File: config.mk
export PLATFORM = sky130hd
export DESIGN_NAME = fifo_wr_arbiter_flat
export DESIGN_NICKNAME = d
export VERILOG_FILES = /design/src/rtl/fifo_wr_arbiter_pkg.sv /design/src/rtl/fifo_wr_arbiter_if.sv /design/src/rtl/fifo_wr_arbiter_rr_pick.sv /design/src/rtl/fifo_wr_arbiter.sv /design/src/flat_wrapper.sv
export SDC_FILE = /design/constraint.sdc
export NUM_CORES = 1
export LEC_CHECK = 0
export ABC_AREA = 1
export CAP_MARGIN = 10
export CORE_MARGIN = 2
export CORE_UTILIZATION = 36
export DETAILED_ROUTE_END_ITERATION = 8
export GPL_ROUTABILITY_DRIVEN = 0
export GPL_TIMING_DRIVEN = 0
export HOLD_SLACK_MARGIN = 0.15
export PLACE_DENSITY = 0.77
export SETUP_SLACK_MARGIN = 0.05
export SLEW_MARGIN = 10
export SYNTH_ARGS = -nofsm -noshare
export SYNTH_HDL_FRONTEND = slang
export SYNTH_SLANG_ARGS = --single-unit
export TNS_END_PERCENT = 20
File: constraint.sdc
create_clock -name clk -period 2.24 [get_ports clk]
set_input_delay 0.336 -clock clk [delete_from_list [all_inputs] [get_ports clk]]
set_output_delay 0.336 -clock clk [all_outputs]
set_load 0.02 [all_outputs]
File: src/rtl/fifo_wr_arbiter_pkg.sv
// Shared definitions for the FIFO write-port arbiter and its round-robin picker.
// The read-side scheduler can reuse the same picker and helper.
package fifo_wr_arbiter_pkg;

    typedef enum logic {
        ST_IDLE  = 1'b0,
        ST_BURST = 1'b1
    } state_e;

    // Index/counter width: ceil(log2(n)), never below one bit.
    function automatic int log2_min1(input int n);
        int w;
        w = 1;
        while ((1 << w) < n) w++;
        return w;
    endfunction

endpackage

File: src/rtl/fifo_wr_arbiter_if.sv
// Requester-side and FIFO-side signals of the shared write port.
// slave is the arbiter's view, master is the requesters/FIFO view.
interface fifo_wr_arbiter_if #(
    parameter int NUM_REQ = 4,
    parameter int WIDTH   = 8
);
    logic [NUM_REQ-1:0]       req;
    logic [NUM_REQ*WIDTH-1:0] data_in;
    logic [NUM_REQ-1:0]       last;
    logic [NUM_REQ-1:0]       ack;
    logic [NUM_REQ-1:0]       grant;
    logic                     busy;
    logic [WIDTH-1:0]         fifo_data;
    logic                     fifo_write;
    logic                     fifo_full;
    logic                     fifo_prg_full;

    modport slave (
        input  req, data_in, last, fifo_full, fifo_prg_full,
        output ack, grant, busy, fifo_data, fifo_write
    );

    modport master (
        output req, data_in, last, fifo_full, fifo_prg_full,
        input  ack, grant, busy, fifo_data, fifo_write
    );
endinterface

File: src/rtl/fifo_wr_arbiter_rr_pick.sv
// Combinational round-robin search: first set req bit after ptr_i, wrapping.
// The requester at ptr_i itself has the lowest priority.
module fifo_wr_arbiter_rr_pick
    import fifo_wr_arbiter_pkg::*;
#(
    parameter int NUM_REQ = 4,
    parameter int IDX_W   = log2_min1(NUM_REQ)
) (
    input  logic [NUM_REQ-1:0] req_i,
    input  logic [IDX_W-1:0]   ptr_i,
    output logic [IDX_W-1:0]   winner_o,
    output logic               valid_o
);
    logic [IDX_W-1:0] idx;

    always_comb begin
        winner_o = '0;
        valid_o  = 1'b0;
        idx      = '0;
        for (int i = 1; i <= NUM_REQ; i++) begin
            idx = IDX_W'((int'(ptr_i) + i) % NUM_REQ);
            if (!valid_o && req_i[idx]) begin
                valid_o  = 1'b1;
                winner_o = idx;
            end
        end
    end
endmodule

File: src/rtl/fifo_wr_arbiter.sv
// Round-robin, burst-locked sharing of one FIFO write port among NUM_REQ requesters.
// New bursts wait on prg_full; individual words wait on full.
module fifo_wr_arbiter
    import fifo_wr_arbiter_pkg::*;
#(
    parameter int NUM_REQ   = 4,
    parameter int WIDTH     = 8,
    parameter int MAX_BURST = 8
) (
    input  logic              clk,
    input  logic              rst,
    fifo_wr_arbiter_if.slave  bus
);
    localparam int IDX_W = log2_min1(NUM_REQ);
    localparam int CNT_W = log2_min1(MAX_BURST);

    state_e               state_q, state_d;
    logic [NUM_REQ-1:0]   grant_q, grant_d;
    logic [IDX_W-1:0]     ptr_q, ptr_d;
    logic [CNT_W-1:0]     cnt_q, cnt_d;
    logic [IDX_W-1:0]     winner;
    logic                 win_vld;
    logic                 busy;
    logic [NUM_REQ-1:0]   ack;
    logic                 own_req, own_ack, own_last;
    logic [WIDTH-1:0]     slice [NUM_REQ];

    fifo_wr_arbiter_rr_pick #(.NUM_REQ(NUM_REQ), .IDX_W(IDX_W)) u_pick (
        .req_i    (bus.req),
        .ptr_i    (ptr_q),
        .winner_o (winner),
        .valid_o  (win_vld)
    );

    // While busy, ptr_q holds the owner index, so it doubles as the grant index.
    assign busy     = (state_q == ST_BURST);
    assign own_req  = bus.req[ptr_q];
    assign own_last = bus.last[ptr_q];
    assign own_ack  = |ack;

    for (genvar i = 0; i < NUM_REQ; i++) begin : g_lane
        assign slice[i] = bus.data_in[i*WIDTH +: WIDTH];
        assign ack[i]   = busy & (ptr_q == IDX_W'(i)) & bus.req[i] & ~bus.fifo_full;

        a_req_stable: assert property (@(posedge clk) disable iff (rst)
            (bus.req[i] && !ack[i]) |=> (!bus.req[i] || ($stable(slice[i]) && $stable(bus.last[i]))));
    end

    always_comb begin
        state_d = state_q;
        grant_d = grant_q;
        ptr_d   = ptr_q;
        cnt_d   = cnt_q;
        case (state_q)
            ST_IDLE: begin
                if (win_vld && !bus.fifo_prg_full) begin
                    state_d = ST_BURST;
                    grant_d = NUM_REQ'(1) << winner;
                    ptr_d   = winner;
                    cnt_d   = '0;
                end
            end
            ST_BURST: begin
                // Withdrawal ends the burst even if the FIFO is full this cycle.
                if (!own_req || (own_ack && (own_last || cnt_q == CNT_W'(MAX_BURST - 1)))) begin
                    state_d = ST_IDLE;
                    grant_d = '0;
                end else if (own_ack) begin
                    cnt_d = cnt_q + 1'b1;
                end
            end
            default: begin
                state_d = ST_IDLE;
                grant_d = '0;
            end
        endcase
    end

    always_ff @(posedge clk or posedge rst) begin
        if (rst) begin
            state_q <= ST_IDLE;
            grant_q <= '0;
            ptr_q   <= IDX_W'(NUM_REQ - 1);
            cnt_q   <= '0;
        end else begin
            state_q <= state_d;
            grant_q <= grant_d;
            ptr_q   <= ptr_d;
            cnt_q   <= cnt_d;
        end
    end

    assign bus.ack        = ack;
    assign bus.grant      = grant_q;
    assign bus.busy       = busy;
    assign bus.fifo_write = own_ack;
    assign bus.fifo_data  = busy ? slice[ptr_q] : '0;
endmodule

File: src/flat_wrapper.sv
// flat-port wrapper written by rule: the top's interface ports become plain ports
module fifo_wr_arbiter_flat import fifo_wr_arbiter_pkg::*;
#(
    parameter int NUM_REQ   = 4,
    parameter int WIDTH     = 8,
    parameter int MAX_BURST = 8
)
  (clk, rst, bus_req, bus_data_in, bus_last, bus_fifo_full, bus_fifo_prg_full, bus_ack, bus_grant, bus_busy, bus_fifo_data, bus_fifo_write);
  fifo_wr_arbiter_if #(.NUM_REQ(NUM_REQ), .WIDTH(WIDTH)) bus_i ();
  input  logic clk;
  input  logic rst;
  input wire logic [$bits(bus_i.req)-1:0] bus_req;
  input wire logic [$bits(bus_i.data_in)-1:0] bus_data_in;
  input wire logic [$bits(bus_i.last)-1:0] bus_last;
  input wire logic [$bits(bus_i.fifo_full)-1:0] bus_fifo_full;
  input wire logic [$bits(bus_i.fifo_prg_full)-1:0] bus_fifo_prg_full;
  output wire logic [$bits(bus_i.ack)-1:0] bus_ack;
  output wire logic [$bits(bus_i.grant)-1:0] bus_grant;
  output wire logic [$bits(bus_i.busy)-1:0] bus_busy;
  output wire logic [$bits(bus_i.fifo_data)-1:0] bus_fifo_data;
  output wire logic [$bits(bus_i.fifo_write)-1:0] bus_fifo_write;
  assign bus_i.req = bus_req;
  assign bus_i.data_in = bus_data_in;
  assign bus_i.last = bus_last;
  assign bus_i.fifo_full = bus_fifo_full;
  assign bus_i.fifo_prg_full = bus_fifo_prg_full;
  assign bus_ack = bus_i.ack;
  assign bus_grant = bus_i.grant;
  assign bus_busy = bus_i.busy;
  assign bus_fifo_data = bus_i.fifo_data;
  assign bus_fifo_write = bus_i.fifo_write;
  fifo_wr_arbiter #(.NUM_REQ(NUM_REQ), .WIDTH(WIDTH), .MAX_BURST(MAX_BURST)) u_core (.clk(clk), .rst(rst), .bus(bus_i));
endmodule
* Yosys cells after proc, flatten, opt, wreduce, memory -nomap -nowiden
Cells that the tools add are included.
** Operators by class
- Add/subtract/negate cells :: 5
- Multiply operators :: 0
- Div/mod/pow operators :: 0
- $lt $le $gt $ge :: 6
- Eq/ne operators :: 8
- Shift operators :: 1
- Muxes and demuxes :: 34
- Bitwise gates (word level) :: 15
- Reduce and logical (&&, ||, !) cells :: 17
** Operator list (number)
- two-way mux 8 bit :: 3
- binary-select mux 8 bit (select 2 bit) :: 1
- less-than comparator 2 x 3 -> 1 bit, second input constant :: 5
- AND 1 bit :: 12
- binary-select mux 1 bit (select 2 bit) :: 6
- two-way mux 1 bit :: 12
- two-way mux 3 bit :: 3
- two-way mux 2 bit :: 4
- two-way mux 4 bit :: 2
- case mux 4 bit (2 select lines) :: 1
- != test 2 bit, second input constant :: 3
- case mux 3 bit (2 select lines) :: 1
- logical AND 1 bit :: 5
- logical NOT 1 bit :: 5
- adder 2 x 1 -> 2 bit, second input constant :: 2
- adder 2 bit, second input constant :: 2
- == test 2 bit, second input constant :: 2
- AND reduction 2 bit :: 2
- OR reduction 4 bit :: 1
- << shifter 1 x 2 -> 4 bit, first input constant :: 1
- adder 3 x 1 -> 3 bit, second input constant :: 1
- == test 3 bit, second input constant :: 1
- greater-or-equal comparator 3 bit, second input constant :: 1
- inverter 2 -> 3 bit :: 1
- other kinds (7) :: 9
** Storage, ports and cells
- Register bits :: 10
- Latch bits :: 0
- Bits in writable memories :: 0
- Memory bits (read-only) :: 0
- Logic and storage cells :: 90
- Memories kept :: 0

* Depth between registers and ports, before layout
- Depth after elaboration :: 16
- Gate-level depth with buffers :: 16
- Gate-level depth less buffers :: 13

* By module
From an unflattened synthesis, not the netlist that was laid out.
** Unflattened totals
- Cells, all modules :: 183
- Area total of the unflattened synthesis :: 1102.3 µm²
** By module, submodules not included
- fifo_wr_arbiter :: instances 1, cells each 131, area each 830.8 µm², seq. area each 252.7 µm²
- fifo_wr_arbiter_rr_pick :: instances 1, cells each 52, area each 271.5 µm², seq. area each 0.0 µm²

* Least setup slack after synthesis
No wires, ideal clock.
- Path type :: flip-flop to flip-flop
- From :: reg u_core.ptr_q[0]
- To :: reg u_core.grant_q[0], in the netlist u_core.bus.grant[0]
- Arrival time :: 2073 ps
- Required time :: 2116 ps
- Path slack :: 43 ps
- Stages on the path, launching flop included :: 16
- Path buffers :: 3
- Clock period less this slack :: 2197 ps
- Cells stage by stage :: dfstp_2 buf_6 inv_4 buf_6 clkbuf_1 ha_1 nand2_1 nor2_2 nor2_1 nand2_4 nand2_2 nand2_2 nand2_2 nand2_2 nor2_1 o21bai_1
** RTL lines
- start: declaration :: line fifo_wr_arbiter.sv:19 : logic [IDX_W-1:0] ptr_q, ptr_d;
- start signal: assignment :: line fifo_wr_arbiter.sv:83 : ptr_q <= IDX_W'(NUM_REQ - 1);
- start signal: assignment :: line fifo_wr_arbiter.sv:88 : ptr_q <= ptr_d;
- == test 2 bit :: line fifo_wr_arbiter.sv:43 : assign ack[i] = busy & (ptr_q == IDX_W'(i)) & bus.req[i] & ~bus.fifo_full;
- AND 1 bit (3 in a row) :: line fifo_wr_arbiter.sv:43
- named net bus_ack[2] :: line flat_wrapper.sv:17 : output wire logic [$bits(bus_i.ack)-1:0] bus_ack;
- OR reduction 4 bit :: line fifo_wr_arbiter.sv:39 : assign own_ack = |ack;
- named net bus_fifo_write :: line flat_wrapper.sv:21 : output wire logic [$bits(bus_i.fifo_write)-1:0] bus_fifo_write;
- logical AND 1 bit :: line fifo_wr_arbiter.sv:65 : if (!own_req || (own_ack && (own_last || cnt_q == CNT_W'(MAX_BURST - 1)))) begin
- logical OR 1 bit :: line fifo_wr_arbiter.sv:65
- != test 2 bit (no line)
- AND reduction 2 bit (no line)
- end signal: assignment :: line fifo_wr_arbiter.sv:87 : grant_q <= grant_d;
- end: declaration :: line fifo_wr_arbiter.sv:18 : logic [NUM_REQ-1:0] grant_q, grant_d;
The timed path passes the listed nets, and every way through them passes these cells. The select of a mux whose other input is x is not followed.
A chain may end at the register's enable or synchronous reset.

* Worst setup path in the final report
- From :: reg u_core.ptr_q[0]
- To :: out bus_fifo_write
** Between the ends
- Longest elaborated chain between the ends :: 5
** Ends and longest elaborated chain (line)
- == test 2 x 1 -> 1 bit, or another cell as far along :: fifo_wr_arbiter.sv:43
- AND 1 bit (3 in a row) :: fifo_wr_arbiter.sv:43
- OR reduction 4 bit (*) :: fifo_wr_arbiter.sv:39
- end: declaration :: flat_wrapper.sv:21
Mark *: on every way between the ends. The rest lies on a longest branch, timed or not.

==> results_dict.tcl <==
set metrics [dict create \
    cp.arrival_ps 1780 \
    clk_pin_slew_ps 70 \
    design.die.area_um2 3830 \
    ys_seq_area_share_pct 21.0 \
    ys_warn_count 0 \
    drt-total-wl_um 3470 \
    tns_ps 0 \
    hpwl_um 2650 \
    r2r-start "u_core.ptr_q[0]$_DFFE_PP1P_" \
    portBuffers 61 \
    finClkSkew_ps 6.28 \
    ant_nets 0 \
    via_count 1462 \
    grt_max_degree 12 \
    peakVddDrop_mv 0.529 \
    grt_use_total_pct 19.0 \
    die_w_um 61.9 \
    hold_path_class "input port to async pin" \
    yosysTopAreaCellShare_pct 16.6 \
    layout_commonest_cell "clkdlybuf4s50_1" \
    setup_ws_ps 121 \
    wire_per_inst_um 11.0 \
    synth_top_cell_by_area "dfrtp_1" \
    cts_tree "yes" \
    ys_seq_elements 10 \
    placementRows 21 \
    status "complete, no violations" \
    slew_headroom_pct 74.6 \
    final-setup-viol-count 0 \
    cts_buffers 3 \
    synth_cell_types 26 \
    antenna_found_initial 0 \
    grt_pass1_vias 1314 \
    fin_crit_ps 2120 \
    grt_pass1_wl_um 5600 \
    core_um2 3280 \
    ios 62 \
    cp-startpoint "u_core.ptr_q[0]$_DFFE_PP1P_" \
    layout_common_cells "clkdlybuf4s50_1 (48), nand2_1 (42), nor2_1 (37), o21ai_0 (17), nand3_1 (16)" \
    synth_area_um2 1210 \
    insertedDiodeCount 0 \
    area_delta_synth_final_pct 65.9 \
    p_leak_uw 0.000956 \
    grt_overflow 0 \
    cp_max_fo 11 \
    cts-root-buf "clkbuf_4" \
    drt_iter0_drc 68 \
    final_max_slew_viol_count 0 \
    synth_area_leaders "dfrtp_1 (17%), nand2_1 (13%), nor2_1 (12%)" \
    cp-start-kind "register" \
    power_density_nw_per_um2 1300 \
    start_util_pct 36.7 \
    dp_slack_ps -322 \
    htree_num_levels 1 \
    cp.required_ps 1900 \
    vias_per_cell 4.63 \
    synth_nets 247 \
    syn_area_per_cell_um2 6.12 \
    dieHeight_um 61.9 \
    grt_setup_unrepaired "true" \
    period_share_pct 94.6 \
    route.detailed.drc 0 \
    worstMarginPinSlew_ps 380 \
    crit_path_end_kind "output port" \
    synthCells 197 \
    crit_type "register to output port" \
    firstDrtPassIters 4 \
    cts_buffer_depth 2 \
    clkLatencyLatePin_ps 260 \
    max_freq_ghz 0.472 \
    cap_viol_max_count 0 \
    nets 321 \
    drive_gt1_share_pct 23.7 \
    finalHoldViolCount 0 \
    cts_num_sinks 10 \
]
per-stage QoR:
step	util (%)	power, uW	area, um2	std cells	hold slack (ps)
floorplan	-	1710	1210	197	175
global placement	57.1	2250	1880	304	471
detailed placement	57.1	2270	1880	304	473
CTS	59.0	2510	1940	310	351
global route	60.9	2870	2000	316	381
finish	60.9	2590	2000	316	343
layer usage:
| layer | vias to the layer above | share of wire [%] | track usage (%) |
|---|---|---|---|
| met5 | - | 0 | 0 |
| li1 | 776 | - | - |
| met4 | 0 | 0 | 2.43 |
| met1 | 637 | 45 | 24.7 |
| met2 | 49 | 50 | 34.3 |
| met3 | 0 | 5.1 | 2.48 |
area by class of cell:
type                    count  area, um2
plain buffers               5       71.3
inverters                  18       82.6
repair buffers             71        644
fillers                   326       1280
clock buffers               4       36.3
flip-flops and latches     10        253
well taps                  46       57.6
multi-input cells         162        856
cells by family after synthesis:
| group | count (synthesis) | synth area share, % |
|---|---|---|
| buf+inv | 25 | 9.96 |
| flops | 10 | 21.0 |
| simple gates | 122 | 48.1 |
| fa+ha+maj | 6 | 6.22 |
| compound gates | 34 | 14.7 |
what timing repair did:
item                                    in CTS  in global routing
pin swaps                                    2                  2
endpoints found under the setup margin      22                 21
hold buffers                                 0                  0
resized for setup                           53                  8
buffers inserted                             2                  8
gates cloned                                 0                  0
state kept, by name (all words and copies together), names as in the netlist:
register,count
u_core.ptr_q,2
u_core.cnt_q,3
u_core.bus.busy,1
u_core.bus.grant,4
where the power goes:
part / internal (uW) / switching, uW
Sequential: 265 / 66.5
Clock: 98.6 / 61.3
Combinational: 874 / 1230
path summary, 6_finish.rpt:
check / endpoint / cells after the start / slack, ps
hold / removal: u_core.bus.grant[1]$_DFFE_PP0P_ / 2 / 340
hold reg to reg: u_core.bus.grant[1]$_DFFE_PP0P_ / 2 / 490
min in group clk: u_core.bus.grant[1]$_DFFE_PP0P_ / 2 / 490
setup reg to reg: u_core.bus.grant[1]$_DFFE_PP0P_ / 14 / 210
setup / recovery: bus_fifo_write / 9 / 120
max in group asynchronous: u_core.ptr_q[0]$_DFFE_PP1P_ / 2 / 1580
synth_stat cells:
master and n:
nor2_1 38, nand4_4 1, or2_2 1, o21ai_0 17
nand3_2 1, a21oi_1 9, nand2_1 43, dfrtp_1 8
nand3_1 16, o21bai_1 2, clkbuf_1 2, inv_4 2
buf_2 2, buf_4 1, o21a_1 1, nand2_4 3
buf_6 2, ha_1 6, nor2_2 6, dfstp_2 2
clkinv_1 2, nand4_2 1, inv_2 4, nand2_2 12
inv_1 10, o21ai_1 5
worst max-delay path, cell delays in order (launching register included):
cell,delay [ps]
dfstp_2,540
buf_6,140
clkinv_8,50
clkbuf_16,160
ha_4,150
nand2_1,90
nor2_2,60
nor2_2,140
nand2_4,70
buf_6,130
No activity file was read; power rests on OpenSTA's default activity.
